===== src/rtl/fetch_ctrl.sv =====
// Instruction-fetch controller: owns the fetch PC, drives a 1-cycle-latency IMEM and
// buffers returned words in a 2-entry queue. FETCH_PERF_CNT_EN adds fetch/stall counters.
module fetch_ctrl #(
    parameter int          IMEM_DEPTH      = 2048,
    parameter int          IMEM_ADDR_WIDTH = $clog2(IMEM_DEPTH),
    parameter int          IMEM_DATA_WIDTH = 32,
    parameter logic [63:0] RESET_PC        = 64'h0
) (
    input  logic                       clk,
    input  logic                       rst,
    output logic [IMEM_ADDR_WIDTH-1:0] o_imem_addr,
    input  logic [IMEM_DATA_WIDTH-1:0] i_imem_rdata,
    input  logic                       i_redir_valid,
    input  logic [63:0]                i_redir_pc,
    output logic                       o_valid,
    input  logic                       i_ready,
    output logic [IMEM_DATA_WIDTH-1:0] o_inst,
    output logic [63:0]                o_pc,
    output logic [63:0]                o_npc,
    output logic                       o_exc_misaligned
`ifdef FETCH_PERF_CNT_EN
    ,
    output logic [63:0]                o_perf_fetched,
    output logic [63:0]                o_perf_stall
`endif
);

    typedef enum logic [0:0] {ST_RUN = 1'b0, ST_EXC = 1'b1} state_t;

    typedef struct packed {
        logic                       vld;
        logic                       exc;
        logic [IMEM_DATA_WIDTH-1:0] inst;
        logic [63:0]                pc;
        logic [63:0]                npc;
    } entry_t;

    state_t      state_r;
    logic [63:0] pc_r;
    logic [63:0] tag_pc_r;
    logic        inflight_r;
    entry_t      q_r     [2];
    entry_t      q_nxt_s [2];
    entry_t      ret_s;
    entry_t      exc_s;
    logic        pop_s;
    logic        issue_s;
    logic        misalign_s;
    logic [1:0]  cnt_s;
    logic [1:0]  slot_s;
    logic [2:0]  occ_s;

    // Slot 0 is always the queue head, so outputs come straight from registers.
    assign o_imem_addr      = pc_r[IMEM_ADDR_WIDTH+1:2];
    assign o_valid          = q_r[0].vld;
    assign o_inst           = q_r[0].inst;
    assign o_pc             = q_r[0].pc;
    assign o_npc            = q_r[0].npc;
    assign o_exc_misaligned = q_r[0].exc;

    // Issue decision: only fetch when the word is guaranteed a queue slot on return.
    always_comb begin
        pop_s      = q_r[0].vld & i_ready;
        cnt_s      = {1'b0, q_r[0].vld} + {1'b0, q_r[1].vld};
        occ_s      = {1'b0, cnt_s} + {2'b00, inflight_r} - {2'b00, pop_s};
        slot_s     = cnt_s - {1'b0, pop_s};
        misalign_s = (i_redir_pc[1:0] != 2'b00);
        if ((state_r == ST_RUN) && (occ_s < 3'd2) && !i_redir_valid) begin
            issue_s = 1'b1;
        end else begin
            issue_s = 1'b0;
        end
    end

    // Entry built from the returning memory word and the misaligned-target entry.
    always_comb begin
        ret_s      = '0;
        ret_s.vld  = 1'b1;
        ret_s.exc  = 1'b0;
        ret_s.inst = i_imem_rdata;
        ret_s.pc   = tag_pc_r;
        ret_s.npc  = tag_pc_r + 64'd4;
        exc_s      = '0;
        exc_s.vld  = 1'b1;
        exc_s.exc  = 1'b1;
        exc_s.pc   = i_redir_pc;
        exc_s.npc  = i_redir_pc + 64'd4;
    end

    // Queue next state: pop shifts slot 1 forward, then the returning word fills the first free slot.
    always_comb begin
        if (pop_s) begin
            q_nxt_s[0] = q_r[1];
            q_nxt_s[1] = '0;
        end else begin
            q_nxt_s[0] = q_r[0];
            q_nxt_s[1] = q_r[1];
        end
        case ({inflight_r, slot_s})
            3'b100:  q_nxt_s[0] = ret_s;
            3'b101:  q_nxt_s[1] = ret_s;
            default: ;
        endcase
    end

    // Fetch FSM, PC, in-flight tracking and queue storage; a redirect overrides everything else.
    always_ff @(posedge clk or posedge rst) begin
        if (rst) begin
            state_r    <= ST_RUN;
            pc_r       <= RESET_PC;
            tag_pc_r   <= 64'h0;
            inflight_r <= 1'b0;
            q_r[0]     <= '0;
            q_r[1]     <= '0;
        end else if (i_redir_valid) begin
            inflight_r <= 1'b0;
            q_r[1]     <= '0;
            if (misalign_s) begin
                state_r <= ST_EXC;
                q_r[0]  <= exc_s;
            end else begin
                state_r <= ST_RUN;
                pc_r    <= i_redir_pc;
                q_r[0]  <= '0;
            end
        end else begin
            q_r[0]     <= q_nxt_s[0];
            q_r[1]     <= q_nxt_s[1];
            inflight_r <= issue_s;
            if (issue_s) begin
                pc_r     <= pc_r + 64'd4;
                tag_pc_r <= pc_r;
            end
        end
    end

`ifdef FETCH_PERF_CNT_EN
    // Saturating counters of delivered instructions and back-pressured cycles.
    always_ff @(posedge clk or posedge rst) begin
        if (rst) begin
            o_perf_fetched <= 64'd0;
            o_perf_stall   <= 64'd0;
        end else begin
            if (pop_s && !q_r[0].exc && (o_perf_fetched != {64{1'b1}})) begin
                o_perf_fetched <= o_perf_fetched + 64'd1;
            end
            if (q_r[0].vld && !i_ready && (o_perf_stall != {64{1'b1}})) begin
                o_perf_stall <= o_perf_stall + 64'd1;
            end
        end
    end
`endif

endmodule


===== config.mk =====
export PLATFORM = sky130hd
export DESIGN_NAME = fetch_ctrl
export DESIGN_NICKNAME = d
export VERILOG_FILES = /design/src/rtl/fetch_ctrl.sv
export SDC_FILE = /design/constraint.sdc
export NUM_CORES = 1
export LEC_CHECK = 0
export ABC_AREA = 1
export BUFFER_PORTS_ARGS = -buffer_cell sky130_fd_sc_hd__buf_2
export CAP_MARGIN = 20
export CORE_MARGIN = 2
export CORE_UTILIZATION = 30
export CTS_BUF_LIST = sky130_fd_sc_hd__clkbuf_8
export CTS_CLUSTER_DIAMETER = 120
export DETAILED_ROUTE_END_ITERATION = 6
export SLEW_MARGIN = 25
export SYNTH_ARGS = -nofsm -noshare
export SYNTH_HDL_FRONTEND = slang
export SYNTH_SLANG_ARGS = --single-unit

===== constraint.sdc =====
create_clock -name clk -period 17.43 [get_ports clk]
set_input_delay 3.486 -clock clk [delete_from_list [all_inputs] [get_ports clk]]
set_output_delay 3.486 -clock clk [all_outputs]
set_load 0.02 [all_outputs]

==> results.ini, run 1 <==
[drt]
post_drt_wl_per_cell_um=23.6
routed_wirelength_um=120000
drt_first_pass_iters=6
drt-initial-drc-count=2816
antenna_violating_nets_post_route=0
drc_errors=0
post_dr_vias_cell=5.23
total_number_of_vias=26600

[cts]
clockBufferDepth=3
tritoncts=done
cts_inserted_buffers=83
postCtsSetupRepairBufs=0
cts.sinks=449
clock_insertion_delay_worst_skew_ps=730
cts_root_buffer=sky130_fd_sc_hd__clkbuf_8
post_cts_hold_buffer_count=0
cts.repair.resized=0
cts_htree_levels=3
register_clock_pin_slew_on_the_reported_worst_setup_and_hold_paths_ps=60

[sta]
timing_hold_violations_final=0
finalCritPeriodShare=0.343
period_needed_ps=5980
grt_setup_unrepaired=no
finClkSkew_ps=43.0
final.setup.tns_ps=0
worst_max_slew_pin_slew_ps=1050
fmax_mhz=167
finalSetupViolCount=0
slew_violations=0
worst_slew_margin_rel=0.292

[grt]
busiest_layer=met2
grt_antenna_before_repair=10
met2_track_demand_over_resource=0.396
grt.overflow.total=0
grt_pass1_wl_um=174000
grt_pass1_vias=25400
grt_max_degree=142
use_met3=0.0547
global_route_track_usage_on_met1=0.338
global_route.usage.total=0.253

[power]
internal-power_mw=2.11
comb_power_share=0.281
power_mw=3.61
leakage_nw=13.8
power_density_over_the_cells_nw_per_um2=121
power_switching_mw=1.50
worst_vdd_drop_v=0.0000514
share_seq_of_total_power=0.411
p_clk_frac=0.308
netSwitchingFraction=0.416

[layout]
seq_area_um2=11200
multi_input_area_um2=12100
area_delta_synth_final_pct=10.2
finish.instance_area_um2=29700
fillers=9630
drive_above_1_share=0.121
fin_nets=3957

[run_status]
run_status=complete, no violations

[synth]
netlist_instances=3803
synth.most_common_cell=sky130_fd_sc_hd__nand2_1
synthDominantCellAreaShare=0.417
synth_ff_type=sky130_fd_sc_hd__dfrtp_1
synth_fp_nets=3908
ys_seq_area_frac=0.417
synthesis.area_per_instance_um2=7.09
synth-async-reset-ratio=1.00
number_of_distinct_standard_cells_referenced_by_the_synthesized_netlist=46
syn_area_um2=27000
synth.yosys.warnings=0
synth.top_cells.by_count=1,109 x sky130_fd_sc_hd__nand2_1, 471 x sky130_fd_sc_hd__o21ai_0, 449 x sky130_fd_sc_hd__dfrtp_1, 409 x sky130_fd_sc_hd__inv_1, 354 x sky130_fd_sc_hd__nor2_1
number_of_enable_flip_flop_cells_after_synthesis=0
yosysTopAreaCell=sky130_fd_sc_hd__dfrtp_1
ys_ff_latch=449
ys_top_cells_by_area=sky130_fd_sc_hd__dfrtp_1 42%, sky130_fd_sc_hd__nand2_1 15%, sky130_fd_sc_hd__o21ai_0 8.7%, sky130_fd_sc_hd__inv_1 5.7%, sky130_fd_sc_hd__buf_4 5.2%

[placed_design]
routabilityCongestion=1.01
i_o_buffers=272
dp_hpwl_um=89600
post_dp_cell_area_um2=27900

[worst_setup_path]
critPathLaunchType=primary input
category_of_the_critical_setup_timing_path=in -> reg
timing.critical_path.required_ps=18040
cp_max_fo=91
worstPathArrival_ps=6590
timing.critical_path.to_type=flop

[floorplan]
die_area_um2=92300
design.core.area_um2=88800
core.rowCount=109
start_util=0.304
floorplan.io_pins=273
die_w_um=304
dieHeight_um=304

[job]
max_cap_viol_count=0

[min_path]
hp-class=reg -> reg

## flip-flops by register name, indices dropped and copies added (netlist names)
register and cells:
inflight_r 1, o_exc_misaligned 1, o_inst 32, o_npc 62
o_pc 64, o_valid 1, pc_r 64, q_r 159
state_r 1, tag_pc_r 64
## worst max-delay path: stages
cell and delay (ps):
sky130_fd_sc_hd__buf_2 90, sky130_fd_sc_hd__nand2_2 70, sky130_fd_sc_hd__or2_4 250, sky130_fd_sc_hd__and2_4 160, sky130_fd_sc_hd__nand2_4 630, sky130_fd_sc_hd__nand2_4 140, sky130_fd_sc_hd__inv_4 570, sky130_fd_sc_hd__buf_4 780
sky130_fd_sc_hd__nand2_1 130, sky130_fd_sc_hd__o221ai_1 110
## power groups by stage
| stage | clock network [mW] | logic (mW) | registers, mW |
|---|---|---|---|
| CTS | 1.13 | 1.00 | 1.47 |
| finish | 1.11 | 1.01 | 1.48 |
| global placement | 0 | 0.992 | 1.49 |
| detailed placement | 0 | 0.998 | 1.49 |
| global route | 1.17 | 1.11 | 1.50 |
| floorplan | 0 | 0.735 | 1.37 |
## cell type report
class	count	area share
inverters	414	0.0527
multi-input cells	2609	0.408
clock inverters	40	0.0111
repair buffers	295	0.0525
flip-flops and latches	449	0.378
well taps	1165	0.0491
diodes	2	0.000168
clock buffers	104	0.0482
## per-stage QoR
stage | util | setup slack [ps] | hold WS, ps | instances
2_1_floorplan | - | 1430 | 448 | 3803
3_3_place_gp | 0.315 | 10770 | 461 | 4932
3_5_place_dp | 0.315 | 10690 | 462 | 4932
4_1_cts | 0.334 | 11430 | 478 | 5076
5_1_grt | 0.335 | 11160 | 491 | 5077
6_report | 0.335 | 11450 | 472 | 5078
## worst paths after layout
| kind | startpoint | end | slack [ps] | cells past startpoint |
|---|---|---|---|---|
| hold / removal | o_npc[40]$_DFFE_PP0P_ | o_npc[40]$_DFFE_PP0P_ | 470 | 2 |
| setup / recovery | i_ready | o_pc[49]$_DFFE_PP0P_ | 11450 | 10 |
| max in group asynchronous | rst | pc_r[39]$_DFFE_PP0P_ | 12040 | 5 |
| min in group asynchronous | rst | o_inst[23]$_DFFE_PP0P_ | 2850 | 2 |
| setup reg to reg | o_valid$_DFFE_PP0P_ | o_pc[49]$_DFFE_PP0P_ | 13560 | 9 |
| hold reg to reg | o_npc[40]$_DFFE_PP0P_ | o_npc[40]$_DFFE_PP0P_ | 470 | 2 |
## cell usage in the layout (no fill, tap or decap), types with 49 or more instances in the layout
| cell type | n |
|---|---|
| sky130_fd_sc_hd__nor2_1 | 354 |
| sky130_fd_sc_hd__buf_2 | 271 |
| sky130_fd_sc_hd__inv_1 | 426 |
| sky130_fd_sc_hd__clkbuf_8 | 104 |
| sky130_fd_sc_hd__dfrtp_1 | 449 |
| sky130_fd_sc_hd__o21ai_0 | 471 |
| sky130_fd_sc_hd__nand2_1 | 1108 |
| sky130_fd_sc_hd__a21oi_1 | 132 |
| sky130_fd_sc_hd__nand4_1 | 56 |
| sky130_fd_sc_hd__nand3_1 | 184 |
| sky130_fd_sc_hd__o221ai_1 | 49 |
| sky130_fd_sc_hd__xor2_1 | 54 |
## metal layers
metal / up-vias / wire [µm]
met4: 8 / 5290
met3: 232 / 9890
met5: - / 64
li1: 12200 / -
met2: 1236 / 53100
met1: 12900 / 51400
## logic make-up after synthesis
| kind of cell | Yosys count | share of synthesized area |
|---|---|---|
| adders and majority gates | 5 | 0.00232 |
| buffers and inverters | 745 | 0.134 |
| and+or+nand+nor | 1789 | 0.273 |
| xor gates and xnor gates | 54 | 0.0175 |
| DFF | 449 | 0.417 |
| AOI/OAI and AO/OA | 761 | 0.156 |
No activity file was read; power rests on OpenSTA's default activity.
==> run 2: changes to the inputs <==
--- a/config.mk
+++ b/config.mk
@@ -5,7 +5,7 @@
 export SDC_FILE = /design/constraint.sdc
 export NUM_CORES = 1
 export LEC_CHECK = 0
-export ABC_AREA = 1
+export ABC_AREA = 0
 export BUFFER_PORTS_ARGS = -buffer_cell sky130_fd_sc_hd__buf_2
 export CAP_MARGIN = 20
 export CORE_MARGIN = 2
==> constraint.sdc (replaced) <==
create_clock -name clk -period 5.1 [get_ports clk]
set_input_delay 1.02 -clock clk [delete_from_list [all_inputs] [get_ports clk]]
set_output_delay 1.02 -clock clk [all_outputs]
set_load 0.02 [all_outputs]
==> results.ini, run 2 <==
[synth]
synthDominantCellAreaShare=0.460  ; +0.0430
netlist_instances=2856  ; -25%
ys_ff_latch=449  ; unchanged
synth.most_common_cell=sky130_fd_sc_hd__nand2_1
number_of_enable_flip_flop_cells_after_synthesis=0  ; unchanged
number_of_distinct_standard_cells_referenced_by_the_synthesized_netlist=78  ; +70%
syn_area_um2=24400  ; -9.3%
synth.top_cells.by_count=669 x sky130_fd_sc_hd__nand2_1, 449 x sky130_fd_sc_hd__dfrtp_1, 216 x sky130_fd_sc_hd__a21oi_1, 185 x sky130_fd_sc_hd__clkbuf_1, 171 x sky130_fd_sc_hd__buf_4
ys_seq_area_frac=0.460  ; +0.0430
synth-async-reset-ratio=1.00  ; unchanged
synthesis.area_per_instance_um2=8.56  ; +21%
ys_top_cells_by_area=sky130_fd_sc_hd__dfrtp_1 46%, sky130_fd_sc_hd__nand2_1 10%, sky130_fd_sc_hd__buf_4 5.3%, sky130_fd_sc_hd__a21oi_1 4.4%, sky130_fd_sc_hd__a22o_1 4.2%
synth_ff_type=sky130_fd_sc_hd__dfrtp_1
synth_fp_nets=2961  ; -24%
synth.yosys.warnings=0  ; unchanged
yosysTopAreaCell=sky130_fd_sc_hd__dfrtp_1

[cts]
cts.sinks=449  ; unchanged
clockBufferDepth=3  ; unchanged
cts_htree_levels=3  ; unchanged
cts_root_buffer=sky130_fd_sc_hd__clkbuf_8
cts_inserted_buffers=82  ; -1.2%
tritoncts=done
register_clock_pin_slew_on_the_reported_worst_setup_and_hold_paths_ps=70  ; about the same
post_cts_hold_buffer_count=0  ; unchanged
postCtsSetupRepairBufs=0  ; unchanged
cts.repair.resized=0  ; unchanged
clock_insertion_delay_worst_skew_ps=710  ; -20 ps

[floorplan]
dieHeight_um=289  ; -4.7%
die_area_um2=83800  ; -9.2%
die_w_um=289  ; -4.7%
start_util=0.303  ; about the same
floorplan.io_pins=273  ; unchanged
design.core.area_um2=80500  ; -9.3%
core.rowCount=104  ; -4.6%

[grt]
grt_max_degree=154  ; +8.5%
grt.overflow.total=0  ; unchanged
grt_pass1_wl_um=132000  ; -24%
grt_pass1_vias=20500  ; -19%
global_route.usage.total=0.206  ; -0.0468
grt_antenna_before_repair=4  ; -6

[sta]
worst_max_slew_pin_slew_ps=1000  ; -51.1 ps
slew_violations=0  ; unchanged
grt_setup_unrepaired=no
worst_slew_margin_rel=0.332  ; +0.0395
finalSetupViolCount=0  ; unchanged
timing_hold_violations_final=0  ; unchanged
finClkSkew_ps=40.4  ; -2.57 ps
fmax_mhz=249
period_needed_ps=4010
finalCritPeriodShare=0.786
final.setup.tns_ps=0  ; unchanged

[layout]
most_frequent_standard_cell_in_the_layout_excluding_fill_and_tap_cells=sky130_fd_sc_hd__nand2_1
final_core_utilization=0.339  ; +0.00483
finalNonFillerCells=3997  ; -21%
largest_register_ffs=159  ; unchanged
drive_above_1_share=0.167  ; +0.0459
fin_nets=2972  ; -25%
top_register=q_r
area_delta_synth_final_pct=11.9
mostFrequentLayoutCells=667 x sky130_fd_sc_hd__nand2_1, 449 x sky130_fd_sc_hd__dfrtp_1, 271 x sky130_fd_sc_hd__buf_2

[power]
worst_vdd_drop_v=0.000182  ; +250%
power_mw=10.7  ; +200%
power_density_over_the_cells_nw_per_um2=390  ; +220%
leakage_nw=12.0  ; -13%

[worst_setup_path]
timing.critical_path.to_type=flop
worst_r2r_startpoint=o_valid$_DFFE_PP0P_
ff2ff_setup_slack_ps=1090  ; -12,470 ps
worstPathArrival_ps=4590  ; -2000 ps
r2r_cells=12  ; +3
worst_r2r_endpoint=pc_r[57]$_DFFE_PP0P_
category_of_the_critical_setup_timing_path=reg -> reg
critPathLaunchType=flop
timing.critical_path.required_ps=5680  ; -12,360 ps
cp_max_fo=26  ; -71%

[job]
max_cap_viol_count=0  ; unchanged

[placed_design]
i_o_buffers=272  ; unchanged
placed_cell_count=3842  ; -22%
dp_hpwl_um=58600  ; -35%
routabilityCongestion=0.857  ; -15%

[min_path]
hp-class=in -> async

[drt]
antenna_violating_nets_post_route=0  ; unchanged
total_number_of_vias=21700  ; -18%
post_drt_wl_per_cell_um=22.1  ; -6.2%
post_dr_vias_cell=5.44  ; +4.0%
drt-initial-drc-count=1949  ; -31%
drc_errors=5  ; +5
drt_first_pass_iters=7  ; +1
routed_wirelength_um=88400  ; -26%

[run_status]
violations_in_the_final_reports=design-rule violations
run_status=finished with violations

## run 2: cells by family (layout without fill, tap and decap cells)
| family | count (synthesis) | in the layout | synth area share |
|---|---|---|---|
| simple gates | 1130 | 1130 | 0.207 |
| compound gates | 735 | 735 | 0.194 |
| flops | 449 | 449 | 0.460 |
| buf+inv | 408 | 487 | 0.0900 |
| xor+xnor | 122 | 122 | 0.0437 |
| mux | 7 | 7 | 0.00297 |
| fa+ha+maj | 5 | 5 | 0.00256 |
| other cells | 0 | 2 | 0 |
## run 2: routing by layer
metal  share of wire  track usage  vias to the layer above
met5         0.00034            0                        -
met4           0.035       0.0853                        4
met3           0.077       0.0428                      172
met2            0.46        0.322                      953
met1            0.43        0.277                    10700
li1                -            -                     9889
## run 2: final cells by class
cell class                      instances  area (µm²)
Timing Repair Buffer                  314        1790
Clock inverter                         39         259
Tap cell                             1060        1330
Multi-Input combinational cell       1999       11100
Inverter                               21        82.6
Antenna cell                            2        5.00
Fill cell                            8274       53200
Sequential cell                       449       11200
Clock buffer                          113        1560
## run 2: worst max path at each step
stage	end	cells after the start	slack, ps	start
2_1_floorplan	inflight_r$_DFF_PP0_	1	-1990	rst
3_3_place_gp	pc_r[55]$_DFFE_PP0P_	12	690	i_ready
3_5_place_dp	pc_r[57]$_DFFE_PP0P_	13	660	i_ready
4_1_cts	pc_r[57]$_DFFE_PP0P_	12	1120	o_valid$_DFFE_PP0P_
5_1_grt	pc_r[57]$_DFFE_PP0P_	12	840	o_valid$_DFFE_PP0P_
6_report	pc_r[57]$_DFFE_PP0P_	12	1090	o_valid$_DFFE_PP0P_
## run 2: metrics by stage
| step | hold WS [ps] | setup WS [ps] | cell area [µm²] |
|---|---|---|---|
| floorplan | 430 | -1990 | 24400 |
| CTS | 258 | 1120 | 27300 |
| detailed placement | 464 | 663 | 25500 |
| global route | 291 | 839 | 27300 |
| global placement | 456 | 694 | 25500 |
| finish | 296 | 1090 | 27300 |
## run 2: report_power, final
part	switching (mW)	internal (mW)	leakage (nW)
registers	0.807	4.03	5.87
logic	1.34	0.688	5.12
clock network	1.66	2.13	1.03
total	3.81	6.85	12.0
## run 2: worst max-delay path: stages (launching register included)
cell	delay [ps]
sky130_fd_sc_hd__dfrtp_1	500
sky130_fd_sc_hd__ha_1	450
sky130_fd_sc_hd__xnor2_1	420
sky130_fd_sc_hd__nand2_1	170
sky130_fd_sc_hd__inv_1	90
sky130_fd_sc_hd__ha_1	220
sky130_fd_sc_hd__a2111o_2	710
sky130_fd_sc_hd__inv_2	190
sky130_fd_sc_hd__nor2_2	60
sky130_fd_sc_hd__nor3_1	560
sky130_fd_sc_hd__nand3_2	170
sky130_fd_sc_hd__xor2_1	170
sky130_fd_sc_hd__a222oi_1	210
==> run 3: changes to the inputs <==
==> constraint.sdc (replaced) <==
create_clock -name clk -period 3.61 [get_ports clk]
set_input_delay 0.722 -clock clk [delete_from_list [all_inputs] [get_ports clk]]
set_output_delay 0.722 -clock clk [all_outputs]
set_load 0.02 [all_outputs]
==> results.ini, run 3 (synthesis gave the netlist of run 2 again) <==
[grt]
grt_pass1_vias=20700  ; +1.1%
grt_antenna_before_repair=6  ; +2
global_route_track_usage_on_met1=0.278  ; +0.000502
busiest_layer=met2
global_route.usage.total=0.208  ; +0.00133
grt_max_degree=108  ; -30%
use_met3=0.0450  ; +0.00220
grt.overflow.total=0  ; unchanged
met2_track_demand_over_resource=0.335  ; +0.0129
grt_pass1_wl_um=133000  ; +0.68%

[worst_setup_path]
cp_cell_sequence=ha_1 > xnor2_1 > nand2_1 > inv_1 > ha_1 > a2111o_2 > inv_2 > nor2_2 > nor3_1 > nand3_2 > xor2_1 > a222oi_1
critical-path-max-stage-delay_ps=500  ; -210 ps
category_of_the_critical_setup_timing_path=reg -> reg
timing.critical_path.to_type=flop
timing.critical_path.required_ps=4220  ; -1460 ps
ff2ff_setup_slack_ps=330  ; -760 ps
worstPathArrival_ps=3890  ; -700 ps
cp_num_buf_inv=2  ; unchanged
critPathLaunchType=flop
worst_path_most_repeated_cell=sky130_fd_sc_hd__ha_1
cpLargestDelayFamily=simple AND/OR/NAND/NOR gates
cp_max_fo=16  ; -38%
crit_slowest_cell=sky130_fd_sc_hd__a2111o_2

[sta]
finClkSkew_ps=49.9  ; +9.46 ps
finalSetupViolCount=0  ; unchanged
finalCritPeriodShare=0.909  ; +0.123
worst_max_slew_pin_slew_ps=918  ; -84.3 ps
worst_slew_margin_rel=0.388  ; +0.0562
final.setup.tns_ps=0  ; unchanged
period_needed_ps=3280  ; -729 ps
slew_violations=0  ; unchanged
timing_hold_violations_final=0  ; unchanged
fmax_mhz=305  ; +22%
grt_setup_unrepaired=no

[cts]
postCtsSetupRepairBufs=0  ; unchanged
cts_root_buffer=sky130_fd_sc_hd__clkbuf_8
post_cts_hold_buffer_count=0  ; unchanged
clockBufferDepth=3  ; unchanged
cts_htree_levels=3  ; unchanged
register_clock_pin_slew_on_the_reported_worst_setup_and_hold_paths_ps=60  ; about the same
cts.repair.resized=0  ; unchanged
tritoncts=done
cts.sinks=449  ; unchanged
clock_insertion_delay_worst_skew_ps=720  ; about the same
cts_inserted_buffers=83  ; +1.2%

[layout]
most_frequent_standard_cell_in_the_layout_excluding_fill_and_tap_cells=sky130_fd_sc_hd__nand2_1
fin_nets=3020  ; +1.6%
drive_above_1_share=0.176  ; +0.00937
fillers=8349  ; +0.91%
top_register=q_r
largest_register_ffs=159  ; unchanged
mostFrequentLayoutCells=667 x sky130_fd_sc_hd__nand2_1, 449 x sky130_fd_sc_hd__dfrtp_1, 271 x sky130_fd_sc_hd__buf_2
finalNonFillerCells=4034  ; +0.93%
area_delta_synth_final_pct=13.0
final_core_utilization=0.343  ; +0.00353

[power]
worst_vdd_drop_v=0.000225  ; +24%
power_density_over_the_cells_nw_per_um2=532  ; +37%
power_mw=14.7  ; +38%
leakage_nw=12.2  ; +1.6%

[drt]
antenna_violating_nets_post_route=0  ; unchanged
routed_wirelength_um=88800  ; +0.48%
total_number_of_vias=21900  ; +0.58%
drt_first_pass_iters=6  ; -1
drc_errors=0  ; -5
drt-initial-drc-count=2105  ; +8.0%
post_dr_vias_cell=5.42  ; -0.34%
post_drt_wl_per_cell_um=22.0  ; -0.44%

[run_status]
run_status=complete, no violations

[floorplan]
start_util=0.303  ; unchanged
design.core.area_um2=80500  ; unchanged
core.rowCount=104  ; unchanged
floorplan.io_pins=273  ; unchanged
die_w_um=289  ; unchanged
die_area_um2=83800  ; unchanged
dieHeight_um=289  ; unchanged

[placed_design]
i_o_buffers=272  ; unchanged
dp_hpwl_um=60800  ; +3.7%
routabilityCongestion=0.896  ; +4.6%
placed_cell_count=3890  ; +1.2%

[min_path]
hp-class=in -> async

[job]
max_cap_viol_count=0  ; unchanged

run 3: cell type report:
cell class / count / area [µm²] / share of cell area
Timing Repair Buffer: 361 / 2260 / 0.0819
Clock inverter: 44 / 272 / 0.00983
Clock buffer: 98 / 1350 / 0.0488
Tap cell: 1060 / 1330 / 0.0480
Inverter: 21 / 82.6 / 0.00299
Sequential cell: 449 / 11200 / 0.407
Antenna cell: 2 / 5.00 / 0.000181
Multi-Input combinational cell: 1999 / 11100 / 0.402
run 3: metrics by stage:
stage                     worst slack [ps]  hold slack, ps  instance area [µm²]
after floorplan                      -3180             430                24400
after global placement                 377             449                26000
after CTS                              313            70.8                27600
after detailed placement               279             446                26000
final                                  329             102                27600
after global routing                  41.7             114                27600
run 3: report_power, final:
part | leakage, nW | internal, mW | switching [mW]
combinational | 5.40 | 1.03 | 1.94
clock | 0.933 | 2.61 | 2.34
sequential | 5.87 | 5.69 | 1.09
run 3: worst paths after layout:
| path | from | endpoint | cells past startpoint |
|---|---|---|---|
| setup reg to reg | o_valid$_DFFE_PP0P_ | pc_r[57]$_DFFE_PP0P_ | 12 |
| max in group asynchronous | rst | pc_r[3]$_DFFE_PP0P_ | 3 |
| min in group clk | i_imem_rdata[4] | q_r[132]$_DFFE_PP0P_ | 2 |
| setup / recovery | o_valid$_DFFE_PP0P_ | pc_r[57]$_DFFE_PP0P_ | 12 |
| hold reg to reg | pc_r[0]$_DFFE_PP0P_ | tag_pc_r[0]$_DFFE_PP0P_ | 2 |
| hold / removal | rst | o_pc[58]$_DFFE_PP0P_ | 2 |
run 3: metal layers:
metal	vias to the layer above	routed length, µm	part of all wire
li1	9981	-	-
met1	10800	37700	0.42
met2	942	41400	0.47
met3	153	7490	0.084
met4	6	2120	0.024
met5	-	46	0.00052
